$ cat config.mk
export PLATFORM = sky130hd
export DESIGN_NAME = enable_table_loader
export DESIGN_NICKNAME = d
export VERILOG_FILES = /design/src/rtl/enable_table_loader.sv
export SDC_FILE = /design/constraint.sdc
export NUM_CORES = 1
export LEC_CHECK = 0
export ABC_AREA = 0
export BUFFER_PORTS_ARGS = -buffer_cell sky130_fd_sc_hd__buf_2
export CAP_MARGIN = 10
export CORE_ASPECT_RATIO = 0.6
export CORE_UTILIZATION = 57
export CTS_CLUSTER_SIZE = 12
export DETAILED_ROUTE_END_ITERATION = 8
export MAX_ROUTING_LAYER = met4
export PLACE_DENSITY = 0.83
export SETUP_SLACK_MARGIN = 0.05
export SLEW_MARGIN = 20
export SYNTH_ARGS = -nofsm -noshare
export SYNTH_HDL_FRONTEND = slang
export SYNTH_SLANG_ARGS = --single-unit
$ cat constraint.sdc
create_clock -name fpga_clk -period 2.1 [get_ports fpga_clk]
set_input_delay 0.21 -clock fpga_clk [delete_from_list [all_inputs] [get_ports fpga_clk]]
set_output_delay 0.21 -clock fpga_clk [all_outputs]
set_load 0.01 [all_outputs]
$ cat src/rtl/enable_table_loader.sv
// enable_table_loader
//   Fills the address-decoder enable table from an SPI byte stream and
//   switches the active decode configuration only on a phi2 falling edge,
//   so no 6502 cycle ever observes a half-old, half-new decode.
//
//   Command byte (first byte accepted while idle):
//     0xA<cfg> : load 128 data bytes (512 two-bit entries) into config <cfg>
//     0x5<cfg> : make <cfg> the active configuration at the next phi2 fall
//   Data byte n holds entries 4n..4n+3, least-significant pair first.
//   Entry k lands at table address {cfg, k}; k[8] is the rwbar bit.
module enable_table_loader #(
  parameter int CONFIG_BITS     = 4,
  parameter int ADDR_ENTRY_BITS = 8,
  parameter int DEFAULT_CONFIG  = 0,
  parameter int SWITCH_TIMEOUT  = 4096
) (
  input  logic                                   fpga_clk,
  input  logic                                   reset,
  input  logic                                   rx_start,
  input  logic [7:0]                             rx_data,
  input  logic                                   rx_valid,
  output logic                                   rx_ready,
  input  logic                                   phi2,
  output logic                                   tbl_we,
  output logic [CONFIG_BITS+1+ADDR_ENTRY_BITS-1:0] tbl_addr,
  output logic [1:0]                             tbl_wdata,
  output logic [CONFIG_BITS-1:0]                 active_config,
  output logic                                   busy,
  output logic                                   load_done,
  output logic                                   switch_done,
  output logic                                   err
);

  // Four entries per byte, so the byte counter is two bits narrower than
  // the entry index (rwbar + page).
  localparam int CNT_W  = ADDR_ENTRY_BITS - 1;
  localparam int TA_W   = CONFIG_BITS + 1 + ADDR_ENTRY_BITS;
  localparam int TMO_W  = (SWITCH_TIMEOUT > 1) ? $clog2(SWITCH_TIMEOUT) : 1;

  localparam logic [3:0]           CMD_LOAD   = 4'hA;
  localparam logic [3:0]           CMD_SELECT = 4'h5;
  localparam logic [CNT_W-1:0]     LAST_BYTE  = {CNT_W{1'b1}};
  localparam logic [TMO_W-1:0]     TMO_LAST   = TMO_W'(SWITCH_TIMEOUT - 1);
  localparam logic [CONFIG_BITS-1:0] CFG_RST  = CONFIG_BITS'(DEFAULT_CONFIG);

  typedef enum logic [1:0] {
    S_IDLE,
    S_LOAD_RX,
    S_LOAD_WR,
    S_SWITCH_WAIT
  } state_t;

  // ---------------------------------------------------------------------
  // State and datapath registers
  // ---------------------------------------------------------------------
  state_t                 r_state;
  logic [CONFIG_BITS-1:0] r_cfg;        // config being loaded
  logic [CONFIG_BITS-1:0] r_target;     // config waiting to become active
  logic [7:0]             r_byte;       // data byte being unpacked
  logic [CNT_W-1:0]       r_byte_cnt;   // data byte index within the load
  logic [1:0]             r_sub;        // entry within byte now on the port
  logic [TMO_W-1:0]       r_tmo;        // cycles spent waiting for phi2

  logic                   r_phi2_meta;
  logic                   r_phi2_sync;
  logic                   r_phi2_prev;

  // Registered outputs
  logic                   r_rx_ready;
  logic                   r_tbl_we;
  logic [TA_W-1:0]        r_tbl_addr;
  logic [1:0]             r_tbl_wdata;
  logic [CONFIG_BITS-1:0] r_active_config;
  logic                   r_busy;
  logic                   r_load_done;
  logic                   r_switch_done;
  logic                   r_err;

  // ---------------------------------------------------------------------
  // Next-state values
  // ---------------------------------------------------------------------
  state_t                 w_state_next;
  logic [CONFIG_BITS-1:0] w_cfg_next;
  logic [CONFIG_BITS-1:0] w_target_next;
  logic [7:0]             w_byte_next;
  logic [CNT_W-1:0]       w_cnt_next;
  logic [1:0]             w_sub_next;
  logic [TMO_W-1:0]       w_tmo_next;
  logic                   w_tbl_we_next;
  logic [TA_W-1:0]        w_tbl_addr_next;
  logic [1:0]             w_tbl_wdata_next;
  logic [CONFIG_BITS-1:0] w_active_next;
  logic                   w_load_done_next;
  logic                   w_switch_done_next;
  logic                   w_err_next;

  logic                   w_accept;
  logic                   w_phi2_fall;
  logic [1:0]             w_sub_inc;
  logic [7:0]             w_byte_shift;

  assign w_accept     = rx_valid & r_rx_ready;
  assign w_phi2_fall  = r_phi2_prev & ~r_phi2_sync;
  assign w_sub_inc    = r_sub + 2'd1;
  assign w_byte_shift = r_byte >> {w_sub_inc, 1'b0};

  // Synchronise phi2 into the fpga_clk domain and keep one delayed copy
  // for falling-edge detection.
  always_ff @(posedge fpga_clk or posedge reset) begin
    if (reset) begin
      r_phi2_meta <= 1'b0;
      r_phi2_sync <= 1'b0;
      r_phi2_prev <= 1'b0;
    end else begin
      // NOTE: non-blocking assignments make every flop sample the value from
      // before the edge; blocking here would collapse the synchroniser chain.
      r_phi2_meta <= phi2;
      r_phi2_sync <= r_phi2_meta;
      r_phi2_prev <= r_phi2_sync;
    end
  end

  // FSM state register plus all registered outputs.
  always_ff @(posedge fpga_clk or posedge reset) begin
    if (reset) begin
      r_state         <= S_IDLE;
      r_cfg           <= '0;
      r_target        <= '0;
      r_byte          <= '0;
      r_byte_cnt      <= '0;
      r_sub           <= '0;
      r_tmo           <= '0;
      r_rx_ready      <= 1'b1;
      r_tbl_we        <= 1'b0;
      r_tbl_addr      <= '0;
      r_tbl_wdata     <= '0;
      r_active_config <= CFG_RST;
      r_busy          <= 1'b0;
      r_load_done     <= 1'b0;
      r_switch_done   <= 1'b0;
      r_err           <= 1'b0;
    end else begin
      r_state         <= w_state_next;
      r_cfg           <= w_cfg_next;
      r_target        <= w_target_next;
      r_byte          <= w_byte_next;
      r_byte_cnt      <= w_cnt_next;
      r_sub           <= w_sub_next;
      r_tmo           <= w_tmo_next;
      r_rx_ready      <= (w_state_next == S_IDLE) || (w_state_next == S_LOAD_RX);
      r_tbl_we        <= w_tbl_we_next;
      r_tbl_addr      <= w_tbl_addr_next;
      r_tbl_wdata     <= w_tbl_wdata_next;
      r_active_config <= w_active_next;
      r_busy          <= (w_state_next != S_IDLE);
      r_load_done     <= w_load_done_next;
      r_switch_done   <= w_switch_done_next;
      r_err           <= w_err_next;
    end
  end

  // Next-state and next-output decode for the command / load / switch FSM.
  always_comb begin
    // NOTE: every variable gets a default before the case so that no path
    // leaves one unassigned, which would infer a latch.
    w_state_next       = r_state;
    w_cfg_next         = r_cfg;
    w_target_next      = r_target;
    w_byte_next        = r_byte;
    w_cnt_next         = r_byte_cnt;
    w_sub_next         = r_sub;
    w_tmo_next         = r_tmo;
    w_tbl_we_next      = 1'b0;
    w_tbl_addr_next    = r_tbl_addr;
    w_tbl_wdata_next   = r_tbl_wdata;
    w_active_next      = r_active_config;
    w_load_done_next   = 1'b0;
    w_switch_done_next = 1'b0;
    w_err_next         = 1'b0;

    case (r_state)
      S_IDLE: begin
        // rx_start is meaningless here: the next accepted byte is a command.
        if (w_accept) begin
          case (rx_data[7:4])
            CMD_LOAD: begin
              w_cfg_next   = CONFIG_BITS'(rx_data[3:0]);
              w_cnt_next   = '0;
              w_state_next = S_LOAD_RX;
            end
            CMD_SELECT: begin
              w_target_next = CONFIG_BITS'(rx_data[3:0]);
              w_tmo_next    = '0;
              w_state_next  = S_SWITCH_WAIT;
            end
            default: w_err_next = 1'b1;
          endcase
        end
      end

      S_LOAD_RX: begin
        // A new frame aborts the load; a byte handshaked alongside it is dropped.
        if (rx_start) begin
          w_err_next   = 1'b1;
          w_state_next = S_IDLE;
        end else if (w_accept) begin
          // The first entry goes out straight from rx_data on the next cycle.
          w_byte_next      = rx_data;
          w_sub_next       = 2'd0;
          w_tbl_we_next    = 1'b1;
          w_tbl_addr_next  = {r_cfg, r_byte_cnt, 2'd0};
          w_tbl_wdata_next = rx_data[1:0];
          w_state_next     = S_LOAD_WR;
        end
      end

      S_LOAD_WR: begin
        // Entry r_sub is on the write port this cycle.
        if (rx_start) begin
          w_err_next   = 1'b1;
          w_state_next = S_IDLE;
        end else if (r_sub != 2'd3) begin
          w_sub_next       = w_sub_inc;
          w_tbl_we_next    = 1'b1;
          w_tbl_addr_next  = {r_cfg, r_byte_cnt, w_sub_inc};
          w_tbl_wdata_next = w_byte_shift[1:0];
        end else if (r_byte_cnt == LAST_BYTE) begin
          w_load_done_next = 1'b1;
          w_state_next     = S_IDLE;
        end else begin
          w_cnt_next   = r_byte_cnt + 1'b1;
          w_state_next = S_LOAD_RX;
        end
      end

      S_SWITCH_WAIT: begin
        // A switch always completes; a missing phi2 only delays it to the timeout.
        if (w_phi2_fall) begin
          w_active_next      = r_target;
          w_switch_done_next = 1'b1;
          w_state_next       = S_IDLE;
        end else if (r_tmo == TMO_LAST) begin
          w_active_next      = r_target;
          w_switch_done_next = 1'b1;
          w_err_next         = 1'b1;
          w_state_next       = S_IDLE;
        end else begin
          w_tmo_next = r_tmo + 1'b1;
        end
      end

      default: w_state_next = S_IDLE;
    endcase
  end

  assign rx_ready      = r_rx_ready;
  assign tbl_we        = r_tbl_we;
  assign tbl_addr      = r_tbl_addr;
  assign tbl_wdata     = r_tbl_wdata;
  assign active_config = r_active_config;
  assign busy          = r_busy;
  assign load_done     = r_load_done;
  assign switch_done   = r_switch_done;
  assign err           = r_err;

endmodule

==> results.py <==
metrics = {
    "floorplanning": {
        "core_um2": 5150,
        "top_level_ports": 38,
        "start_util_pct": 60.2,
        "dieArea_um2": 5750,
        "floorplan.die.width_um": 97.3,
        "die_y_um": 59.2,
        "num_rows": 20,
    },
    "sta": {
        "setup-violations-final": 0,
        "report.final.hold_viol_count": 0,
        "fmax_mhz": 527,
        "final.min_clock_period_ps": 1900,
        "holdWs_ps": 118,
        "fin_crit_sh_pct": 90.4,
        "grt_setup_unrepaired": "false",
        "finalSetupTns_ps": 0,
        "clock_skew_after_layout_ps": 6.08,
        "finalMaxSlewViolations": 0,
        "slew_headroom_pct": 71.5,
        "worst_slew_pin_slew_ps": 426,
    },
    "logic_synthesis": {
        "yosysWarnings": 0,
        "yosys_register_bits": 65,
        "yosysUniqueCellTypes": 59,
        "post_synth_instance_area_um2": 3100,
        "synthDominantAreaCellType": "sky130_fd_sc_hd__dfrtp_1",
        "synth_top_cell_area_share_pct": 51.6,
        "syn-instance-count": 258,
        "postSynthNetCount": 278,
        "syn-mean-instance-area_um2": 12.0,
        "synth_enable_flop_cells": 0,
        "synth_seq_area_share_pct": 52.5,
        "synth_ff_type": "sky130_fd_sc_hd__dfrtp_1",
        "post_synth_main_area_contributors": "sky130_fd_sc_hd__dfrtp_1 52%, sky130_fd_sc_hd__mux2_2 8.7%, sky130_fd_sc_hd__xnor2_1 3.1%",
        "synthArstFlopShare_pct": 100,
    },
    "cells_and_area": {
        "final_common_cell": "sky130_fd_sc_hd__dfrtp_1",
        "flow.area_growth_from_synthesis_pct": 17.9,
        "layout.filler_cells": 365,
        "drive_gt1_share_pct": 35.3,
        "num-nets-final": 332,
        "mostFrequentLayoutCells": "64 x sky130_fd_sc_hd__dfrtp_1, 37 x sky130_fd_sc_hd__buf_2, 24 x sky130_fd_sc_hd__mux2_2",
        "finalInstanceArea_um2": 3660,
        "num_antenna_cells": 0,
    },
    "critical_path": {
        "timing.critical_path.slowest_cell_delay_ps": 430,
        "worst_setup_path_category": "reg2reg",
        "path_delay_family": "compound AO/OA/AOI/OAI gates",
        "path_max_fanout": 10,
        "kind_of_start_point_of_the_critical_path": "flop",
        "worst_ep_required_time_ps": 2360,
        "crit_buf_inv": 1,
        "timing.critical_path.cells": "inv_1 > ha_1 > and3_2 > a22oi_4 > or2_1 > o21ai_1 > o31ai_2",
        "cpMaxStageDelayCell": "sky130_fd_sc_hd__dfrtp_1",
        "worstRegToRegCells": 7,
        "worstSetupEndpointType": "flop",
        "crit-reg2reg-launch": "r_state[0]",
        "critPathArrivalTime_ps": 2160,
        "critical_path.reg2reg.endpoint": "r_tmo[4]",
        "regToRegSetupSlack_ps": 200,
    },
    "power": {
        "p_switching_w": 0.00126,
        "intPower_w": 0.00271,
        "static-leakage-power_nw": 1.75,
        "share_seq_of_total_power_pct": 45.7,
        "share_comb_of_total_power_pct": 28.2,
        "powerDensity_nw_per_um2": 1090,
        "sw_share_pct": 31.8,
        "post-layout-total-power_w": 0.00397,
        "vdd.ir_drop.worst_mv": 0.732,
        "power_frac_clock_pct": 26.1,
    },
    "grt": {
        "grt_start_max_net_pins": 66,
        "first_global_vias": 2148,
        "gr_overflow_total": 0,
        "grt_util_all_layers_pct": 25.3,
        "grt_first_pass_wirelength_um": 10500,
        "antenna_found_initial": 0,
    },
    "clock_tree": {
        "tritoncts_num_sinks": 65,
        "tritoncts": "done",
        "clock_tree.buffer_depth": 2,
        "clock_insertion_delay_worst_skew_ps": 350,
        "clock_tree.root_cell": "sky130_fd_sc_hd__clkbuf_8",
        "cts_setup_buffers": 0,
        "ctsHtreeMaxLevel": 3,
        "cts_inserted_buffers": 9,
        "cts.clk_slew.worst_paths_ps": 70,
    },
    "detailed_routing": {
        "routedWlPerCell_um": 16.9,
        "antenna_violating_nets_post_route": 0,
        "drc": 0,
        "via_per_inst": 5.87,
        "detail_route.first_pass.iterations": 7,
        "routed_wl_um": 6460,
        "vias": 2247,
        "drt_iter0_markers": 230,
    },
    "place": {
        "buffer_ports.inserted": 37,
        "dp.final_hpwl_um": 4590,
        "dpl-instance-area_um2": 3430,
        "globalplace.congestion": 0.901,
    },
    "hold_path": {
        "hold_path_depth": 2,
        "hold_path_startpoint": "rx_data[6]",
        "worstHoldPathType": "in2reg",
        "min_to": "r_byte[6]",
    },
    "status": {
        "outcome": "completed",
    },
    "run": {
        "max-cap-violations": 0,
    },
}
-- registers in the layout, indices dropped and copies added, names as in the netlist, 2 cells and up --
signal         cells
r_tmo             12
tbl_addr          12
r_byte             8
r_byte_cnt         7
active_config      4
r_cfg              4
r_target           4
r_state            2
tbl_wdata          2
-- cells by family after synthesis --
family,synth area share [%]
and+or+nand+nor,15.8
DFF,52.5
AOI/OAI and AO/OA,10.6
muxes,13.0
buffers and inverters,2.26
xor gates and xnor gates,3.10
adders and majority gates,2.82
-- stage by stage --
step	std cells	utilization (%)	setup WS [ps]
after floorplan	258	-	236
after global placement	365	66.6	246
after detailed placement	365	66.6	157
after CTS	383	70.7	154
after global routing	383	70.9	79.1
final	383	70.9	201
-- worst max-delay path by stage --
stage	end	start	slack [ps]	cells past startpoint
floorplan	tbl_addr[2]	r_state[0]	240	7
global placement	busy	r_tmo[0]	250	6
detailed placement	r_tmo[11]	r_state[0]	160	7
CTS	r_tmo[11]	r_state[0]	150	7
global route	r_byte_cnt[5]	r_state[0]	80	8
finish	r_tmo[4]	r_state[0]	200	7
-- synth_stat cells (4+ instances only) --
master / count
sky130_fd_sc_hd__ha_1: 7
sky130_fd_sc_hd__nand3_1: 8
sky130_fd_sc_hd__mux2_2: 24
sky130_fd_sc_hd__nand4_1: 5
sky130_fd_sc_hd__a21oi_1: 4
sky130_fd_sc_hd__nor2b_1: 4
sky130_fd_sc_hd__o21ai_1: 7
sky130_fd_sc_hd__dfrtp_1: 64
sky130_fd_sc_hd__nor2_1: 22
sky130_fd_sc_hd__and3_1: 4
sky130_fd_sc_hd__nand2_1: 20
sky130_fd_sc_hd__o21ai_0: 6
sky130_fd_sc_hd__xnor2_1: 11
sky130_fd_sc_hd__inv_1: 7
sky130_fd_sc_hd__nand2b_1: 4
sky130_fd_sc_hd__mux2_1: 6
-- power by group through the flow --
stage / combinational (W) / clock, W / sequential [W]
2_1_floorplan: 0.000707 / 0 / 0.00184
4_1_cts: 0.00112 / 0.00106 / 0.00181
3_5_place_dp: 0.00111 / 0 / 0.00183
5_1_grt: 0.00123 / 0.00110 / 0.00186
6_report: 0.00112 / 0.00104 / 0.00182
3_3_place_gp: 0.00106 / 0 / 0.00181
-- area by class of cell --
| class | instances | area (µm²) | area share, % |
|---|---|---|---|
| sequential | 65 | 1630 | 44.5 |
| multi-input combinational | 179 | 1420 | 38.7 |
| timing repair buffer | 49 | 305 | 8.35 |
| clock buffer | 10 | 128 | 3.49 |
| tap | 66 | 82.6 | 2.26 |
| clock inverter | 6 | 67.6 | 1.85 |
| inverter | 8 | 30.0 | 0.821 |
-- metal layers --
layer	track usage [%]	routed length, µm
met5	-	0
met2	36.5	2820
met4	8.19	87
met1	34.6	3130
met3	7.67	413
-- repair_timing --
action	CTS	global route
endpoints found under the hold margin	65	0
gates resized for setup	0	4
endpoints found under the setup margin	0	4
hold buffers	2	0
Power figures use the tool's default switching activity.
